### config.mk
export PLATFORM = sky130hd
export DESIGN_NAME = spwm_dt
export DESIGN_NICKNAME = d
export VERILOG_FILES = /design/src/rtl/spwm_dt_pkg.sv /design/src/rtl/spwm_deadtime.sv /design/src/rtl/spwm_dt.sv
export SDC_FILE = /design/constraint.sdc
export NUM_CORES = 1
export LEC_CHECK = 0
export BUFFER_PORTS_ARGS = -buffer_cell sky130_fd_sc_hd__buf_2
export CORE_MARGIN = 4
export CORE_UTILIZATION = 45
export DETAILED_ROUTE_END_ITERATION = 6
export GPL_ROUTABILITY_DRIVEN = 0
export SYNTH_ARGS = -nofsm -noshare
export SYNTH_HDL_FRONTEND = slang
export SYNTH_SLANG_ARGS = --single-unit
### constraint.sdc
create_clock -name clk -period 10.2 [get_ports clk]
set_clock_uncertainty 0.05 [all_clocks]
set_input_delay 1.02 -clock clk [delete_from_list [all_inputs] [get_ports clk]]
set_output_delay 1.02 -clock clk [all_outputs]
set_load 0.02 [all_outputs]
### src/rtl/spwm_dt_pkg.sv
// Shared constants and helpers for the sine-PWM / dead-time block.
// Fixed-point unity is derived here so every consumer agrees on the scaling.
package spwm_dt_pkg;

  localparam int N_DEF  = 32;
  localparam int Q_DEF  = 28;
  localparam int CH_DEF = 3;
  localparam int DT_DEF = 8;
  localparam int DTW    = 8;

  typedef enum logic {
    DIR_UP = 1'b0,
    DIR_DN = 1'b1
  } dir_e;

  function automatic logic signed [63:0] fx_one(input int q);
    return 64'sd1 <<< q;
  endfunction

  function automatic logic signed [63:0] fx_neg_one(input int q);
    return -(64'sd1 <<< q);
  endfunction

endpackage

### src/rtl/spwm_deadtime.sv
// One phase leg: turns a raw comparator bit into non-overlapping hi/lo gates
// that only assert once raw has held steady for DT cycles.
module spwm_deadtime
  import spwm_dt_pkg::*;
#(
  parameter int DT = DT_DEF
) (
  input  logic clk,
  input  logic res,
  input  logic en,
  input  logic raw,
  output logic hi,
  output logic lo
);

  localparam logic [DTW-1:0] DT_L = DTW'(DT);

  logic [DTW-1:0] cnt_q, cnt_d, cnt_eff;
  logic           raw_q, raw_d;
  logic           hi_q, hi_d;
  logic           lo_q, lo_d;

  // A raw edge reloads the count in the same cycle, so DT=0 passes raw straight through.
  always_comb begin
    raw_d   = raw;
    cnt_eff = (raw != raw_q) ? DT_L : cnt_q;
    cnt_d   = DT_L;
    hi_d    = 1'b0;
    lo_d    = 1'b0;
    if (en) begin
      if (cnt_eff == '0) begin
        cnt_d = '0;
        hi_d  = raw;
        lo_d  = ~raw;
      end else begin
        cnt_d = cnt_eff - DTW'(1);
      end
    end
  end

  always_ff @(posedge clk) begin
    if (res) begin
      cnt_q <= DT_L;
      raw_q <= 1'b0;
      hi_q  <= 1'b0;
      lo_q  <= 1'b0;
    end else begin
      cnt_q <= cnt_d;
      raw_q <= raw_d;
      hi_q  <= hi_d;
      lo_q  <= lo_d;
    end
  end

  assign hi = hi_q;
  assign lo = lo_q;

endmodule

### src/rtl/spwm_dt.sv
// Triangle-carrier sine PWM with double-buffered references (swapped at the
// valley) and per-leg dead-time insertion.
module spwm_dt
  import spwm_dt_pkg::*;
#(
  parameter int N  = N_DEF,
  parameter int Q  = Q_DEF,
  parameter int CH = CH_DEF,
  parameter int DT = DT_DEF
) (
  input  logic                  clk,
  input  logic                  res,
  input  logic                  en,
  input  logic [N-1:0]          step,
  input  logic [CH*N-1:0]       ref_in,
  input  logic                  ref_wr,
  output logic [CH-1:0]         hi,
  output logic [CH-1:0]         lo,
  output logic signed [N-1:0]   carrier,
  output logic                  peak,
  output logic                  valley
);

  // Two guard bits: an unsigned N-bit step added to a value near ONE cannot wrap.
  localparam int AW = N + 2;
  localparam logic signed [AW-1:0] ONE_X     = AW'(fx_one(Q));
  localparam logic signed [AW-1:0] NEG_ONE_X = AW'(fx_neg_one(Q));
  localparam logic signed [N-1:0]  ONE_N     = ONE_X[N-1:0];
  localparam logic signed [N-1:0]  NEG_ONE_N = NEG_ONE_X[N-1:0];

  logic signed [N-1:0]     carrier_q, carrier_d;
  dir_e                    dir_q, dir_d;
  logic                    peak_q, peak_d;
  logic                    valley_q, valley_d;
  logic [CH-1:0][N-1:0]    act_q, act_d;
  logic [CH-1:0][N-1:0]    pend_q, pend_d;
  logic                    pflag_q, pflag_d;

  logic signed [AW-1:0]    car_x, step_x, sum_up, sum_dn;
  logic [CH-1:0]           raw;

  assign car_x  = {{2{carrier_q[N-1]}}, carrier_q};
  assign step_x = {2'b00, step};
  assign sum_up = car_x + step_x;
  assign sum_dn = car_x - step_x;

  always_comb begin
    carrier_d = carrier_q;
    dir_d     = dir_q;
    peak_d    = 1'b0;
    valley_d  = 1'b0;
    if (step != '0) begin
      if (dir_q == DIR_UP) begin
        if (sum_up >= ONE_X) begin
          carrier_d = ONE_N;
          dir_d     = DIR_DN;
          peak_d    = 1'b1;
        end else begin
          carrier_d = sum_up[N-1:0];
        end
      end else begin
        if (sum_dn <= NEG_ONE_X) begin
          carrier_d = NEG_ONE_N;
          dir_d     = DIR_UP;
          valley_d  = 1'b1;
        end else begin
          carrier_d = sum_dn[N-1:0];
        end
      end
    end
  end

  // Active refs only change at the valley; a same-cycle write still lands in pending.
  always_comb begin
    act_d   = act_q;
    pend_d  = pend_q;
    pflag_d = pflag_q;
    if (valley_q && pflag_q) begin
      act_d   = pend_q;
      pflag_d = 1'b0;
    end
    if (ref_wr) begin
      pend_d  = ref_in;
      pflag_d = 1'b1;
    end
  end

  always_ff @(posedge clk) begin
    if (res) begin
      carrier_q <= '0;
      dir_q     <= DIR_UP;
      peak_q    <= 1'b0;
      valley_q  <= 1'b0;
      act_q     <= '0;
      pend_q    <= '0;
      pflag_q   <= 1'b0;
    end else begin
      carrier_q <= carrier_d;
      dir_q     <= dir_d;
      peak_q    <= peak_d;
      valley_q  <= valley_d;
      act_q     <= act_d;
      pend_q    <= pend_d;
      pflag_q   <= pflag_d;
    end
  end

  // Out-of-range references saturate naturally since the carrier never leaves [-ONE, ONE].
  always_comb begin
    raw = '0;
    for (int i = 0; i < CH; i++) begin
      raw[i] = $signed(act_q[i]) >= carrier_q;
    end
  end

  for (genvar i = 0; i < CH; i++) begin : g_leg
    spwm_deadtime #(.DT(DT)) u_dt (
      .clk (clk),
      .res (res),
      .en  (en),
      .raw (raw[i]),
      .hi  (hi[i]),
      .lo  (lo[i])
    );
  end

  assign carrier = carrier_q;
  assign peak    = peak_q;
  assign valley  = valley_q;

endmodule

**Yosys cells after proc, flatten, opt, wreduce, memory -nomap -nowiden**

Cells that the tools add are included.

- Reductions and logical operators: 15
- Add/subtract/negate cells: 5
- Muxes and demuxes: 15
- Bitwise gates (word level): 9
- Equal/unequal tests: 3
- Order comparisons: 5

Operators by type and width:

| kind | count |
|---|---|
| 32-bit >= comparator | 3 |
| 32-bit two-way mux | 3 |
| 32-bit by 33-bit adder with 34-bit output | 1 |
| 34-bit by 30-bit >= comparator with 1-bit output (second input constant) | 1 |
| 34-bit by 29-bit <= comparator with 1-bit output (second input constant) | 1 |
| 32-bit by 33-bit subtractor with 34-bit output | 1 |
| 32-bit nonzero test | 1 |
| 8-bit logical NOT | 3 |
| 8-bit two-way mux | 3 |
| 3-bit OR reduction | 8 |
| 8-bit by 1-bit subtractor with 8-bit output (second input constant) | 3 |
| 4-bit two-way mux | 3 |
| 1-bit inverter | 9 |
| 1-bit two-way mux | 6 |
| 1-bit inequality test | 3 |
| 2-bit nonzero test | 1 |
| 2-bit OR reduction | 1 |
| 1-bit logical AND | 1 |

- Register bits after elaboration: 261
- Output and inout port bits: 40
- Input bits: 132
- Logic and storage cells: 78

**Longest topological paths before layout**

- Word-level depth: 6
- Gate-level depth with buffers: 19

**Modules after synthesis**

Synthesis repeated with hierarchy kept, for this count alone.

- Cells, all modules: 1973
- Area, all modules: 16405.7 µm²

By module, submodules not included:

| module | instances | cells an instance | seq. area each (µm²) | area each (µm²) |
|---|---|---|---|---|
| spwm_dt | 1 | 1808 | 4564.4 | 14863.0 |
| spwm_deadtime | 3 | 55 | 220.2 | 514.2 |

**Least setup slack after synthesis**

OpenSTA, ideal clock, no wires.

- Path type: input to register
- Start: in step[0]
- End: reg carrier_q[16], in the netlist carrier[16]
- Library setup time: 0.136 ns
- Buffers on the path: 1
- Slack: 6.024 ns
- Arrival: 3.990 ns
- Cell stages on the path: 15
- Data required time: 10.014 ns
- Path through: ha_1 > inv_1 > fa_1 > a211oi_4 > nor2_1 > xnor2_1 > or3_1 > or4_1 > nor3_1 > nand4_1 > nor4_2 > o22ai_2 > buf_6 > a221oi_1 > a211oi_1

- Longest elaborated chain between the ends: 4

Ends and longest elaborated chain:

| element | RTL line | text |
|---|---|---|
| start: declaration | spwm_dt.sv:14 | `input logic [N-1:0] step,` |
| 32-bit by 33-bit adder with 34-bit output / 32-bit by 33-bit subtractor with 34-bit output (equally long branches) | spwm_dt.sv:44, spwm_dt.sv:45 |  |
| 34-bit by 30-bit >= comparator with 1-bit output / 34-bit by 29-bit <= comparator with 1-bit output (equally long branches) | spwm_dt.sv:54, spwm_dt.sv:62 |  |
| 32-bit two-way mux, on equally long branches | spwm_dt.sv:54, spwm_dt.sv:62 |  |
| 32-bit two-way mux | spwm_dt.sv:53 | `if (dir_q == DIR_UP) begin` |
| end signal: assignment | spwm_dt.sv:98 | `carrier_q <= carrier_d;` |
| end: declaration | spwm_dt.sv:31 | `logic signed [N-1:0] carrier_q, carrier_d;` |

Several ways; a longest one is shown, not always the timed one.
A chain may end at the register's enable or synchronous reset.

**Worst setup path in the final report**

- Start: in step[0]
- End: reg carrier_q[10], in the netlist carrier[10]

The elaborated chain is that of the path after synthesis.

==> results.sh <==
export IMPL_htreeDepth=1
export IMPL_crit_path_start_kind="input pin"
export IMPL_routed_wl_um=48100
export IMPL_hold_violations=0
export IMPL_grt_setup_unrepaired="false"
export IMPL_crit_type="in2reg"
export IMPL_synthesis_area_um2=16500
export IMPL_core_um2=35800
export IMPL_area_growth_pct=10.5
export IMPL_ys_ff_latch=261
export IMPL_grtUsageTotal=0.235
export IMPL_met2_length_um=21400
export IMPL_cts_hold_buffers_added=0
export IMPL_top_layer_used="met4"
export IMPL_synth_ff_type="dfxtp_1"
export IMPL_ctsLongestPathBuffers=3
export IMPL_cts_sinks=261
export IMPL_pwr_density_cell_nw_per_um2=237
export IMPL_die_w_um=199
export IMPL_antenna_found_initial=0
export IMPL_grt_overflow_total=0
export IMPL_grt_max_degree=134
export IMPL_routedWlPerCell_um=18.7
export IMPL_drt_initial_drc_count=1319
export IMPL_fin_setup_tns_ns=0
export IMPL_synth_async_reset_ratio=0
export IMPL_dp_hpwl_um=36000
export IMPL_crit_arrival_ns=5.42
export IMPL_post_cts_buffers=0
export IMPL_synth_seq_area_share=0.317
export IMPL_fin_crit_sh=0.494
export IMPL_n_antenna_cell=0
export IMPL_netlist_instances=1999
export IMPL_clk_insertion_delay_late_ns=0.54
export IMPL_max_cap_violations=0
export IMPL_fillers=3500
export IMPL_die_area_um2=39800
export IMPL_fin_nets=2392
export IMPL_ys_top_cells_by_area="dfxtp_1 (32%), ha_1 (13%), a21oi_1 (6.9%)"
export IMPL_required_ns=10.58
export IMPL_worst_path_max_fanout=28
export IMPL_syn_nets=2300
export IMPL_post_cts_resized=0
export IMPL_io_pins=172
export IMPL_syn_area_per_cell_um2=8.25
export IMPL_wl_met3_um=2950
export IMPL_io_buffers=171
export IMPL_rows=69
export IMPL_min_delay_path_class="reg2reg"
export IMPL_synth_distinct_cells=94
export IMPL_m1WireLength_um=22700
export IMPL_worstRegToRegCells=14
export IMPL_final_core_util=0.508
export IMPL_synth_most_common_cell="nand2_1"
export IMPL_synth_common_cells="nand2_1 (264), dfxtp_1 (261), a21oi_1 (227)"
export IMPL_synth_warnings=0
export IMPL_drt_pass1_iter_count=7
export IMPL_dieHeight_um=199
export IMPL_final_layout_size_suffix_gt1_frac=0.126
export IMPL_end_kind="register"
export IMPL_p_leak_nw=7.99
export IMPL_start_util=0.460
export IMPL_synth_top_area_cell="dfxtp_1"
export IMPL_grt_pass1_vias=14231
export IMPL_status="complete, but fails checks"
export IMPL_drtAntennaViolNets=0
export IMPL_vias=14739
export IMPL_cts_root_buf="clkbuf_16"
export IMPL_grt_pass1_wl_um=76600
export IMPL_setup_violations_final=0
export IMPL_synth_edf_count=0
export IMPL_vdd_drop_max_uv=120
export IMPL_cts_buffers=27
export IMPL_route_detailed_drc=1
export IMPL_synth_top_area_share=0.317
export IMPL_max_freq_ghz=0.199
export IMPL_slew_violations=0
export IMPL_whs_path_depth=2
export IMPL_violations="design-rule violations"
export IMPL_period_needed_ns=5.04
export IMPL_cts_tree="done"
export IMPL_relSlewSlack=0.241
export IMPL_clk_transition_reported_paths_ns=0.07
export IMPL_worst_pin_slew_ns=1.14
export IMPL_vias_per_cell=5.74
## sequential cells by signal, indices dropped and copies added, names as in the netlist
register,cells
g_leg.u_dt.cnt_q,24
act_q,96
peak,1
pflag_q,1
dir_q,1
g_leg.u_dt.hi,3
valley,1
g_leg.u_dt.lo,3
carrier,32
pend_q,96
g_leg.u_dt.raw_q,3
## layout make-up
type                            instances  area, µm²  area share
Clock buffer                           40        754      0.0414
Clock inverter                          7       91.3     0.00502
Inverter                               99        372      0.0204
Multi-Input combinational cell       1524      10300       0.564
Sequential cell                       261       5230       0.287
Tap cell                              461        577      0.0317
Timing Repair Buffer                  178        917      0.0504
## report_power, final
part / switching [mW] / internal (mW) / leakage (nW) / total [mW]
registers: 0.127 / 1.13 / 2.13 / 1.25
clock network: 0.400 / 0.560 / 0.411 / 0.960
logic: 1.35 / 0.754 / 5.45 / 2.11
total: 1.88 / 2.44 / 7.99 / 4.32
## metal layers
layer | GRT usage | up-vias
met1 | 0.344 | 6929
met4 | 0.0481 | 0
li1 | - | 7278
met3 | 0.0258 | 68
met2 | 0.378 | 464
met5 | 0 | -
## critical path, cell delays in order
cell and delay (ns):
buf_2 0.14, ha_1 0.21, inv_1 0.07, fa_1 0.23, nor2_1 0.08, o311ai_0 0.75
a211oi_1 0.23, nor3_1 0.69, nor2_1 0.14, a31oi_1 0.30, xnor2_1 0.21, a41oi_2 0.23
nor2_4 0.58, a21oi_1 0.20, a221oi_2 0.30
## through the flow
step	setup WS, ns	power (mW)	instances	hold slack (ns)	cell area [µm²]
2_1_floorplan	6.02	2.80	1999	0.381	16500
3_3_place_gp	4.95	3.31	2523	0.387	17400
3_5_place_dp	4.89	3.34	2523	0.394	17400
4_1_cts	5.41	4.32	2570	0.383	18200
5_1_grt	5.00	4.60	2570	0.415	18200
6_report	5.16	4.32	2570	0.382	18200
## logic make-up after synthesis
kind of cell | Yosys count | synth area share
xor gates and xnor gates | 70 | 0.0372
and+or+nand+nor | 680 | 0.190
DFF | 261 | 0.317
AOI/OAI and AO/OA | 503 | 0.203
buffers and inverters | 214 | 0.0606
adders and majority gates | 169 | 0.129
muxes | 102 | 0.0621
## path summary, 6_finish.rpt
| check | start | endpoint | slack [ns] |
|---|---|---|---|
| hold / removal | pend_q[18] | act_q[18] | 0.38 |
| hold reg to reg | pend_q[18] | act_q[18] | 0.38 |
| setup reg to reg | carrier[0] | carrier[10] | 5.35 |
| setup / recovery | step[0] | carrier[10] | 5.16 |
## cell usage in the layout (no fill, tap or decap), drive strengths merged, types with 15 or more instances in the layout
cell type and instances:
nand2 264, dfxtp 261, a21oi 228, nor2 190, buf 178, ha 167, mux2i 100, inv 98
xnor2 51, o21ai 50, a21o 46, nand3 42, clkbuf 40, nor4 36, a221oi 28, nand4 26
nor3 24, a211oi 22, nand2b 19, xor2 19, nor2b 17, and3 16, o21bai 15
(Power assumes the default switching activity.)
